$ cat src/rtl/sap1_control_unit.sv
// SAP-1 controller/sequencer.
// Decodes the one-hot T-state from the ring counter and the IR opcode into the
// 12-bit control word {cp, ep, lm, ce, li, ei, la, ea, su, eu, lb, lo}.
// It also sequences run/halt/fault, counts retired instructions and checks
// that the ring counter is one-hot.
// Optional build macro: SAP1_ILLOP_TRAP_EN. When it is defined, an
// unrecognised opcode at T4 traps to FAULT instead of executing as a NOP.
module sap1_control_unit #(
    parameter int unsigned CNT_W = 8
) (
    input  logic             clk,
    input  logic             rst_n,
    input  logic [5:0]       t,
    input  logic [3:0]       opcode,
    output logic [11:0]      con,
    output logic             halted,
    output logic             fault,
    output logic [CNT_W-1:0] instr_count
);

    localparam int unsigned T_W   = 6;
    localparam int unsigned CON_W = 12;

    // T-state encodings
    localparam logic [T_W-1:0] T1 = 6'b100000;
    localparam logic [T_W-1:0] T2 = 6'b010000;
    localparam logic [T_W-1:0] T3 = 6'b001000;
    localparam logic [T_W-1:0] T4 = 6'b000100;
    localparam logic [T_W-1:0] T5 = 6'b000010;
    localparam logic [T_W-1:0] T6 = 6'b000001;

    // Opcodes
    localparam logic [3:0] OP_LDA = 4'b0000;
    localparam logic [3:0] OP_ADD = 4'b0001;
    localparam logic [3:0] OP_SUB = 4'b0010;
    localparam logic [3:0] OP_OUT = 4'b1110;
    localparam logic [3:0] OP_HLT = 4'b1111;

    // Control word bit positions
    localparam int unsigned B_CP = 11;
    localparam int unsigned B_EP = 10;
    localparam int unsigned B_LM = 9;
    localparam int unsigned B_CE = 8;
    localparam int unsigned B_LI = 7;
    localparam int unsigned B_EI = 6;
    localparam int unsigned B_LA = 5;
    localparam int unsigned B_EA = 4;
    localparam int unsigned B_SU = 3;
    localparam int unsigned B_EU = 2;
    localparam int unsigned B_LB = 1;
    localparam int unsigned B_LO = 0;

    typedef enum logic [1:0] {
        S_WAIT  = 2'd0,
        S_RUN   = 2'd1,
        S_HALT  = 2'd2,
        S_FAULT = 2'd3
    } state_t;

    state_t            state;
    state_t            state_nxt;
    logic              t_ok;
    logic [CON_W-1:0]  con_dec;

    // Ring counter sanity: exactly one bit set
    assign t_ok = (t != '0) && ((t & (t - T_W'(1))) == '0);

`ifdef SAP1_ILLOP_TRAP_EN
    logic op_illegal;

    // Opcodes outside the implemented set
    always_comb begin
        op_illegal = 1'b1;
        case (opcode)
            OP_LDA, OP_ADD, OP_SUB, OP_OUT, OP_HLT: op_illegal = 1'b0;
            default:                                op_illegal = 1'b1;
        endcase
    end
`endif

    // State register, plus status flags registered from the next state
    always_ff @(posedge clk) begin
        if (!rst_n) begin
            state  <= S_WAIT;
            halted <= 1'b0;
            fault  <= 1'b0;
        end else begin
            state  <= state_nxt;
            halted <= (state_nxt == S_HALT);
            fault  <= (state_nxt == S_FAULT);
        end
    end

    // Control word decode, gating and next-state logic
    always_comb begin
        state_nxt = state;
        con_dec   = '0;
        con       = '0;

        case (t)
            T1: begin
                con_dec[B_EP] = 1'b1;
                con_dec[B_LM] = 1'b1;
            end
            T2: con_dec[B_CP] = 1'b1;
            T3: begin
                con_dec[B_CE] = 1'b1;
                con_dec[B_LI] = 1'b1;
            end
            T4: begin
                case (opcode)
                    OP_LDA, OP_ADD, OP_SUB: begin
                        con_dec[B_EI] = 1'b1;
                        con_dec[B_LM] = 1'b1;
                    end
                    OP_OUT: begin
                        con_dec[B_EA] = 1'b1;
                        con_dec[B_LO] = 1'b1;
                    end
                    default: con_dec = '0;
                endcase
            end
            T5: begin
                case (opcode)
                    OP_LDA: begin
                        con_dec[B_CE] = 1'b1;
                        con_dec[B_LA] = 1'b1;
                    end
                    OP_ADD, OP_SUB: begin
                        con_dec[B_CE] = 1'b1;
                        con_dec[B_LB] = 1'b1;
                    end
                    default: con_dec = '0;
                endcase
            end
            T6: begin
                case (opcode)
                    OP_ADD: begin
                        con_dec[B_EU] = 1'b1;
                        con_dec[B_LA] = 1'b1;
                    end
                    OP_SUB: begin
                        con_dec[B_SU] = 1'b1;
                        con_dec[B_EU] = 1'b1;
                        con_dec[B_LA] = 1'b1;
                    end
                    default: con_dec = '0;
                endcase
            end
            default: con_dec = '0;
        endcase

        // The first T1 is already issued while waiting for the ring counter
        if ((state == S_RUN) || ((state == S_WAIT) && (t == T1))) begin
            con = con_dec;
        end

        case (state)
            S_WAIT: begin
                if (!t_ok) begin
                    state_nxt = S_FAULT;
                end else if (t == T1) begin
                    state_nxt = S_RUN;
                end
            end
            S_RUN: begin
                if (!t_ok) begin
                    state_nxt = S_FAULT;
                end else if ((t == T4) && (opcode == OP_HLT)) begin
                    state_nxt = S_HALT;
`ifdef SAP1_ILLOP_TRAP_EN
                end else if ((t == T4) && op_illegal) begin
                    state_nxt = S_FAULT;
`endif
                end
            end
            S_HALT:  state_nxt = S_HALT;
            S_FAULT: state_nxt = S_FAULT;
            default: state_nxt = S_FAULT;
        endcase
    end

    // Retired-instruction counter: one count per T6 spent in RUN
    always_ff @(posedge clk) begin
        if (!rst_n) begin
            instr_count <= '0;
        end else if ((state == S_RUN) && (t == T6)) begin
            instr_count <= instr_count + CNT_W'(1);
        end
    end

endmodule
$ cat config.mk
export PLATFORM = sky130hd
export DESIGN_NAME = sap1_control_unit
export DESIGN_NICKNAME = d
export VERILOG_FILES = /design/src/rtl/sap1_control_unit.sv
export SDC_FILE = /design/constraint.sdc
export NUM_CORES = 1
export LEC_CHECK = 0
export CORE_MARGIN = 4
export CORE_UTILIZATION = 40
export CTS_CLUSTER_SIZE = 16
export DETAILED_ROUTE_END_ITERATION = 10
export GPL_TIMING_DRIVEN = 1
export PLACE_DENSITY_LB_ADDON = 0.08
export SLEW_MARGIN = 15
export SYNTH_ARGS = -nofsm -noshare
export SYNTH_HDL_FRONTEND = slang
export SYNTH_SLANG_ARGS = --single-unit
$ cat constraint.sdc
create_clock -name clk -period 3.6 [get_ports clk]
set_input_delay 0.36 -clock clk [delete_from_list [all_inputs] [get_ports clk]]
set_output_delay 0.36 -clock clk [all_outputs]
set_load 0.02 [all_outputs]
-- Word level (Yosys, flattened, before mapping)
Cells that the tools add are included.
- register bits after elaboration: 12
- output and inout bits: 22
- add/subtract/negate cells: 2
- equality and inequality tests: 15
- reductions and logical operators: 11
- mux-type cells: 15
- bitwise operators: 1
- operators with widths (cell ; number):
    one-hot mux 7 bit (3 select lines) ; 1
    2-to-1 mux 12 bit ; 1
    adder 8 x 1 -> 8 bit, second input constant ; 1
    equality test 2 bit, second input constant ; 4
    equality test 4 bit, second input constant ; 2
    2-to-1 mux 2 bit ; 4
    one-hot mux 2 bit (2 select lines) ; 2
    one-hot mux 2 bit (4 select lines) ; 1
    bitwise AND 6 bit ; 1
    equality test 6 x 1 -> 1 bit, second input constant ; 1
    equality test 6 x 2 -> 1 bit, second input constant ; 1
    equality test 6 x 3 -> 1 bit, second input constant ; 1
    equality test 6 x 4 -> 1 bit, second input constant ; 1
    equality test 6 x 5 -> 1 bit, second input constant ; 1
    equality test 6 bit, second input constant ; 1
    logical NOT 6 bit ; 1
    2-to-1 mux 1 bit ; 6
    nonzero test 6 bit ; 1
    subtractor 6 x 1 -> 6 bit, second input constant ; 1
    equality test 4 x 1 -> 1 bit, second input constant ; 1
    equality test 4 x 2 -> 1 bit, second input constant ; 1
    logical AND 1 bit ; 4
    logical NOT 4 bit ; 1
    OR reduction 3 bit ; 1
    4 further kinds ; 4

-- Depth between registers and ports, before layout
- depth in word-level cells: 7
- mapped depth: 6
- mapped depth without buffers: 5

-- Worst setup path after synthesis
Ideal clock, no wire load.
- kind: input -> output
- start: input t[1]
- end: output con[9]
- stages: 3
- path slack: 1150 ps
- data arrival time: 2090 ps
- buffers on the path: 0
- cell sequence: or4_1 nor4b_1 a31o_2
- cells in the longest elaborated chain, start to end: 4
- RTL lines (item ; line ; text):
    start, declared ; 13 ; input logic [5:0] t,
    parallel branches: the longest is 3 deep, another holds equality test 6 x 3 -> 1 bit ; -- ;
    2-to-1 mux 12 bit * ; 154 ; if ((state == S_RUN) || ((state == S_WAIT) && (t == T1))) begin
    end, declared ; 15 ; output logic [11:0] con,
Mark *: on every way between the ends.

-- Final worst setup path
- start: input t[2]
- end: output con[5]
- cells in the longest elaborated chain, start to end: 4
- RTL lines (item ; line):
    parallel branches: the longest is 3 deep, another holds one-hot mux 7 bit (3 select lines) ; --
    2-to-1 mux 12 bit * ; 154
Marked as above.

==> metrics.md <==
| Metric | Value |
|---|---|
| DRC Markers | 0 |
| Top cell type's share of synthesized area | 28.7% |
| Starting Density | 42.2% |
| Core Area | around 2000 sq um |
| Synth area leader | dfxtp_1 |
| Resized cells post-CTS | 0 |
| Area grow syn2layout | 46.0% |
| Critical Path Sink Type | primary output |
| WL/cell | 13.3 microns |
| Count leader, synth | dfxtp_1 |
| CP peak stage delay | slightly below 0.7 ns |
| Clk sinks | 12 |
| Synth Flop Type | dfxtp_1 |
| Pre-CTS setup slack | 0.302 ns |
| Worst-Skew Late Latency | 0.27 ns |
| H-Tree Depth | 1 |
| Hold Fails Final Rpt | 0 |
| Reg clk slew, reported paths | approximately 0.07 ns |
| Vias in the first global route | 888 |
| # rows | 16 |
| Fin crit period | about 3.3 ns |
| DP Cell Count | 163 |
| Hold crit path type | reg -> reg |
| R2R Path Start | state[1]$_SDFF_PN0_ |
| RSZ-0062 raised after global routing | false |
| Layout net count | 154 |
| Area post-placement | 1180 sq um |
| Sequential area share after synthesis | 28.7% |
| Max-Cap Viols | 0 |
| FFs w/ async S/R, synth | 0% |
| R2R Path End | instr_count[7]$_SDFFE_PN0P_ |
| Pwr Density | about 250 nW/um^2 |
| Count of final setup violators | 0 |
| Syn Area/Cell | 7.88 sq um |
| CTS tree | yes |
| Detailed Routing Iterations Pass 1 | 4 |
| Most common library cells after synthesis | 12 x dfxtp_1, 10 x nor2_1, 6 x nand2_1 |
| Area contributors post-synth | dfxtp_1 29%, nor2_1 4.5%, or4_1 3.6% |
| Worst relative slew slack | 58.6% |
| IO Port Bufs | 33 |
| DR vias | 926 |
| Critical path launch point | t[2] |
| Setup TNS | 0 ns |
| Design Area, Final | between 1000 and 1500 sq um |
| Worst EP required | 3.24 ns |
| Worst Reg-to-Reg Cells | 4 |
| Tightest Pin Transition | 0.612 ns |
| Largest net degree at the start of global routing | 11 |
| Initial antenna violation count | 0 |
| CP Cell Sequence | clkdlybuf4s50_1, or4_1, nor3b_1, a22oi_1, nor2b_1, clkdlybuf4s50_1 |
| Peak Freq | 0.302 GHz |
| Die Wd | around 54 microns |
| Max Buffers Root-to-Sink | 2 |
| Global Route Usage Sum | 16.8% |
| Critical Path Fanout Max | 8 |
| Synthesized instance count | 106 |
| Cts hold-fix bufs | 0 |
| Die height | 53.7 microns |
| Via density per instance | 5.54 |
| Crit path max-delay cell type | or4_1 |
| CP arrival | roughly 3 ns |
| Total Wirelength | 2.23 mm |
| Synth Cell Area | between 800 and 900 sq um |
| I/O pin total | 34 |
| Worst setup margin | a little under 0.3 ns |
| Worst Skew | between 0.007 and 0.008 ns |
| Startpoint types | primary input |
| Detail Route Antenna Nets | 0 |
| Number of distinct library cells after synthesis | 41 |
| GPL Wtd Cong | 0.848 |
| DP Wirelength | 1.77 mm |
| Synthesized flop and latch total | 12 |
| Status | finished clean |
| CTS Root Cell | clkbuf_4 |
| Die area | 2880 sq um |
| Global-route wire length before repair | between 3 and 4 mm |
| Crit path kind | in -> out |
| Syn nets | 119 |
| Non-Filler Instances | 167 |
| Initial DRC count | 26 |
| Leakage | roughly 0.42 nW |
| Final Cycle Share | between 90 and 100% |
| Gr ovfl total | 0 |
| CTS Buf Count | 3 |
| Worst vdd ir | 0.000124 V |
| Number of flops mapped to enable cells by yosys | 0 |
| Most used cell, CP | clkdlybuf4s50_1 |
| Fin. max-slew vios | 0 |
| # diodes | 0 |
| Ys Warns | 0 |
| Post-CTS Setup Repair Bufs | 0 |
| R2r setup slk | 1.57 ns |
| CP Capture Point | con[5] |
| Layout cells sized above 1 | under 10% |
[metal layers]
| layer | track usage (%) | vias to the layer above | wire length [microns] |
|---|---|---|---|
| met5 | 0 | - | 0 |
| met4 | 7.23 | 0 | 37 |
| met3 | 2.49 | 4 | 95 |
| met2 | 29.8 | 31 | 1100 |
| met1 | 19.8 | 424 | 995 |
| li1 | - | 467 | - |
[metrics by stage]
stage,power [W],utilization (%),hold WS [ns]
6_report,0.000308,61.6,0.483
5_1_grt,0.000322,61.6,0.519
2_1_floorplan,0.000177,-,0.482
4_1_cts,0.000308,61.6,0.490
3_3_place_gp,0.000205,59.7,0.467
3_5_place_dp,0.000205,59.7,0.480
[report_power, final]
| part | internal [W] | switching [W] |
|---|---|---|
| Combinational | 0.0000292 | 0.0000296 |
| Clock | 0.0000614 | 0.0000437 |
| Sequential | 0.000137 | 0.00000611 |
| Total | 0.000228 | 0.0000795 |
[cells in the final DEF (no fill, tap or decap), types with 2 or more instances in the layout]
cell type        count
nor2_1              10
o21ai_0              3
xor2_1               2
a21oi_1              5
a31o_2               2
clkbuf_4             3
o211ai_1             2
clkdlybuf4s50_1     33
nand3_1              4
nor4_1               4
or4_1                4
buf_4                2
o31ai_1              3
inv_1                4
nand2_1              6
nor2b_1              4
or3_1                3
and2_1               2
and3_1               4
and4_1               2
dfxtp_1             12
nand2b_1             3
nor4b_1              2
o22ai_1              2
xnor2_1              3
[flip-flops by register name (all words and copies together) (netlist names)]
| signal | count |
|---|---|
| instr_count | 8 |
| state | 2 |
| fault | 1 |
| halted | 1 |
[how the worst min path moves through the flow]
stage | startpoint | endpoint | slack (ns) | depth (start not counted)
floorplan | rst_n | halted$_SDFF_PN0_ | 0.48 | 1
finish | instr_count[7]$_SDFFE_PN0P_ | instr_count[7]$_SDFFE_PN0P_ | 0.48 | 2
global placement | instr_count[7]$_SDFFE_PN0P_ | instr_count[7]$_SDFFE_PN0P_ | 0.47 | 2
global route | instr_count[7]$_SDFFE_PN0P_ | instr_count[7]$_SDFFE_PN0P_ | 0.52 | 2
detailed placement | instr_count[7]$_SDFFE_PN0P_ | instr_count[7]$_SDFFE_PN0P_ | 0.48 | 2
CTS | instr_count[7]$_SDFFE_PN0P_ | instr_count[7]$_SDFFE_PN0P_ | 0.49 | 2
[kinds of logic after synthesis]
family | count (synthesis) | share of synthesized area, %
xor gates and xnor gates | 5 | 5.24
AOI/OAI and AO/OA | 23 | 18.9
muxes | 1 | 1.20
adders and majority gates | 1 | 1.50
buffers and inverters | 10 | 5.99
DFF | 12 | 28.7
and+or+nand+nor | 54 | 38.5
[layout make-up]
type	instances	area (sq um)
clock buffers	4	36.3
repair buffers	35	345
multi-input cells	84	546
well taps	27	33.8
inverters	5	18.8
flip-flops and latches	12	240
fillers	178	762
[worst max-delay path: cells and delay by family]
| kind | cells | cell delay, ns |
|---|---|---|
| buf+inv | 2 | 1.13 |
| simple gates | 3 | 1.33 |
| compound gates | 1 | 0.13 |
Note: power is estimated with default switching activity, not from simulation.
